`src/rtl/mips_pkg.sv`:
```
// Shared MIPS datapath constants.
// Default datapath width and mux select encodings.
package mips_pkg;

    localparam int   DATA_WIDTH = 32;
    localparam logic SEL_IN0    = 1'b0;
    localparam logic SEL_IN1    = 1'b1;

endpackage

```
`src/rtl/mux_2to1_comb.sv`:
```
// Combinational 2-to-1 select core.
// Ports: in0, in1 (WIDTH), sel (1) -> out (WIDTH).
module mux_2to1_comb
    import mips_pkg::*;
#(
    parameter int WIDTH = DATA_WIDTH
) (
    input  logic [WIDTH-1:0] in0,
    input  logic [WIDTH-1:0] in1,
    input  logic             sel,
    output logic [WIDTH-1:0] out
);

    // An if, not a ternary, so an unknown sel falls to in0
    // instead of merging both operands bitwise.
    always_comb begin
        out = in0;
        if (sel == SEL_IN1) begin
            out = in1;
        end
    end

endmodule

```
`src/rtl/mux_2to1.sv`:
```
// 2-to-1 datapath mux with optional registered copy.
// Ports: clk, rst_n, in0, in1, sel, en -> out, out_q, out_valid.
module mux_2to1
    import mips_pkg::*;
#(
    parameter int WIDTH = DATA_WIDTH
) (
    input  logic             clk,
    input  logic             rst_n,
    input  logic [WIDTH-1:0] in0,
    input  logic [WIDTH-1:0] in1,
    input  logic             sel,
    input  logic             en,
    output logic [WIDTH-1:0] out,
    output logic [WIDTH-1:0] out_q,
    output logic             out_valid
);

    mux_2to1_comb #(
        .WIDTH (WIDTH)
    ) u_comb (
        .in0 (in0),
        .in1 (in1),
        .sel (sel),
        .out (out)
    );

    always_ff @(posedge clk or negedge rst_n) begin
        if (!rst_n) begin
            out_q     <= '0;
            out_valid <= 1'b0;
        end else if (en) begin
            out_q     <= out;
            out_valid <= 1'b1;
        end
    end

`ifndef SYNTHESIS
    a_sel_in0: assert property (
        @(posedge clk) (sel === SEL_IN0) |-> (out == in0)
    );
    a_sel_in1: assert property (
        @(posedge clk) (sel === SEL_IN1) |-> (out == in1)
    );
    a_rst_clr: assert property (
        @(posedge clk) !rst_n |-> (out_q == '0)
    );
`endif

endmodule

```
`config.mk`:
```
export PLATFORM = sky130hd
export DESIGN_NAME = mux_2to1
export DESIGN_NICKNAME = d
export VERILOG_FILES = /design/src/rtl/mips_pkg.sv /design/src/rtl/mux_2to1_comb.sv /design/src/rtl/mux_2to1.sv
export SDC_FILE = /design/constraint.sdc
export NUM_CORES = 1
export LEC_CHECK = 0
export ABC_CLOCK_PERIOD_IN_PS = 2200
export BUFFER_PORTS_ARGS = -buffer_cell sky130_fd_sc_hd__buf_2
export CAP_MARGIN = 20
export CORE_UTILIZATION = 25
export CTS_BUF_LIST = sky130_fd_sc_hd__clkbuf_8
export DETAILED_ROUTE_END_ITERATION = 12
export PLACE_DENSITY = 0.54
export SLEW_MARGIN = 10
export SYNTH_ARGS = -nofsm -noshare
export SYNTH_HDL_FRONTEND = slang
export SYNTH_SLANG_ARGS = --single-unit
```
`constraint.sdc`:
```
create_clock -name clk -period 2.2 [get_ports clk]
set_clock_uncertainty 0.15 [all_clocks]
set_input_delay 0.44 -clock clk [delete_from_list [all_inputs] [get_ports clk]]
set_output_delay 0.44 -clock clk [all_outputs]
set_load 0.01 [all_outputs]
```
-- Yosys cells after proc, flatten, opt, wreduce, memory -nomap -nowiden
Index checks and enable logic that the tools add are counted.
- RAM bits: 0
- memories kept: 0
- bits of input ports: 68
- flip-flop bits (word level): 33
- bits in latches: 0
- logic and storage cells: 3
- ROM bits: 0
- output and inout bits: 65
- equality and inequality tests: 0
- mux-type cells: 1
- $mul: 0
- div/mod/pow operators: 0
- add/subtract/negate cells: 0
- order comparisons: 0
- reduce and logical (&&, ||, !) cells: 0
- shift operators: 0
- bitwise logic cells: 0
- operator list (operator ; number):
    2-to-1 mux 32 bit ; 1

-- Depth between registers and ports, before layout
- depth after elaboration: 1
- mapped depth: 4
- gate-level depth less buffers: 2

-- Hierarchy
Synthesis repeated with hierarchy kept, for this count alone.
- cells, all modules: 106
- area total of the unflattened synthesis: 1916.8 sq um
- modules (own cells, without submodules) (module ; seq. area each (sq um) ; area each (sq um) ; times used ; cells an instance):
    mux_2to1 ; 825.8 ; 1372.6 ; 1 ; 70
    mux_2to1_comb ; 0.0 ; 544.3 ; 1 ; 36

-- Worst setup path after synthesis
Ideal clock, no wire load.
- kind: input to output
- from: input port sel
- to: output port out[0]
- buffers on the path: 2
- arrival: 1.013 ns
- setup slack: 0.597 ns
- data required time: 1.610 ns
- stages on the path: 3
- path through: buf_6 buf_12 mux2_4
- cells in the longest elaborated chain, start to end: 1
- RTL lines (element ; RTL line ; RTL):
    from (decl) ; mux_2to1.sv:12 ; input logic sel,
    2-to-1 mux 32 bit ; mux_2to1_comb.sv:18 ; if (sel == SEL_IN1) begin
    to (decl) ; mux_2to1.sv:14 ; output logic [WIDTH-1:0] out,
No other way between the ends.

-- Final worst setup path
- from: input port sel
- to: output port out[30]
Same word-level chain as after synthesis.

==> run summary <==
outcome - finished, violations left
failing checks - design-rule violations
clk slew on worst S/H paths - 70 ps
Vias - 1394
drt first pass iters - 8
post-synthesis cell count - 106
fin crit share - 0.866
CTS tree - yes
mapped cell area - 0.00187 mm2
WL final - 4.34 mm
I/O Pins - 133
Layout area overhead - 44.9%
FF-to-FF setup slack - 1280 ps
post-place instance area - 0.00262 mm2
Starting Density - 0.258
Clock Tree Buf Depth - 2
worst setup margin - 294 ps
post-cts hold buffer count - 0
RSZ-0062 raised after global routing - no
worst-margin pin slew - 741 ps
largest net degree at the start of global routing - 34
Worst-Skew Late Latency - 280 ps
vias in the first global route - 1317
initial antenna violation count - 0
area of the core - 0.00725 mm2
post-route cell area - 0.00271 mm2
number of vias per cell - 4.10
Power per Cell Area - 619 mW/mm2
Initial DRC Count - 27
Die ar. - 0.00783 mm2
register area - 826 um2
relative max-transition margin - 0.506
final net count - 308
CP max FO - 32
Routed Antenna Nets - 0
Max Clock Freq - 525 MHz
worst reg2reg path depth - 1
Hold Violations, Final - 0
Setup Viol. Count Final - 0
Routability Congestion - 0.726
postcts setup bufs - 0
R2R Path Start - out_q[21]
Die Height - 88.5 um
Worst setup SP type - input pin
drc violations - 2
worst r2r dst - out_q[21]
max_cap viols - 0
syn_nets - 174
endpoint type of the worst setup path - output pin
Critical Path AT - 1320 ps
# H-tree levels - 2
worst slack, placed - 290 ps
first-pass GRT wire length - 6.57 mm
hold_ws - 63.2 ps
area of the multi-input gates - 952 um2
syn avg cell area - 17.6 um2
CTS root buffer - clkbuf_8
Die W - 88.5 um
static leakage - 1.48 nW
# diodes - 0
post-synthesis sequential area ratio - 0.442
HP Class - in2async
Pins Over Slew Limit - 0
CTS Sinks - 33
Rows - 31
Worst EP required - 1610 ps
post_cts resized - 0
Seq cells post-synth - 33
maximum VDD drop - 0.195 mV
minimum clock period - 1910 ps
Pwr Total - 1.68 mW
Synthesis Warnings - 0
synth unique cells - 7
PortBufs - 132
Overall Global Routing Usage - 0.114
DR WL/cell - 12.8 um
CTS Buf Count - 5
Setup TNS - 0 ps
fill cell count - 744
crit path kind - in2out
share of layout cells above drive strength 1 - 0.863
final global-route overflow total - 0
[state kept, by name (all words and copies together), names as in the netlist]
| register | cells |
|---|---|
| out_q | 32 |
| out_valid | 1 |
[per-stage QoR]
stage                     cells   util
final                       340  0.373
after global routing        340  0.373
after CTS                   340  0.373
after detailed placement    332  0.362
after global placement      332  0.362
after floorplan             106      -
[report_power, final]
group          switching (mW)  internal, mW
logic                   0.210         0.301
clock network           0.229         0.218
registers              0.0372         0.680
[synthesized netlist by cell type]
library cell	n	share of area
or2_2	1	0.0033
buf_2	4	0.011
dfrtp_1	33	0.44
buf_12	3	0.032
mux2_4	60	0.48
buf_6	1	0.0060
mux2_2	4	0.024
[worst max-delay path: stages]
cell    delay [ps]
buf_2          100
buf_12         250
mux2_2         380
buf_2          140
[cells in the final DEF, fill, tap and decap left out, drive strengths merged]
cell	netlist	layout
or2	1	1
clkinvlp	0	1
buf	8	135
clkinv	0	2
mux2	64	64
dfrtp	33	33
clkbuf	0	5
[kinds of logic after synthesis]
| family | Yosys count | synth area share |
|---|---|---|
| buffers and inverters | 8 | 0.0489 |
| flip-flops | 33 | 0.442 |
| multiplexers | 64 | 0.506 |
| AND/OR/NAND/NOR | 1 | 0.00335 |
[worst max-delay path by stage]
stage               start  endpoint  slack [ps]  cells after the start
global placement      sel   out[29]         300                      4
detailed placement    sel   out[30]         290                      4
global route          sel   out[30]         250                      4
floorplan             sel    out[0]         600                      3
CTS                   sel   out[30]         290                      4
finish                sel   out[30]         290                      4
[routing by layer]
| layer | global-route usage | routed length [um] | vias up |
|---|---|---|---|
| met5 | 0 | 0 | - |
| met4 | 0.0528 | 78 | 0 |
| met3 | 0.0271 | 281 | 5 |
| li1 | - | - | 644 |
| met2 | 0.199 | 2170 | 71 |
| met1 | 0.130 | 1820 | 674 |
[layout make-up]
| cell class | instances | area share |
|---|---|---|
| Clock buffer | 5 | 0.0254 |
| Clock inverter | 3 | 0.00647 |
| Multi-Input combinational cell | 65 | 0.352 |
| Sequential cell | 33 | 0.305 |
| Tap cell | 99 | 0.0457 |
| Timing Repair Buffer | 135 | 0.266 |
(Power assumes the default switching activity.)
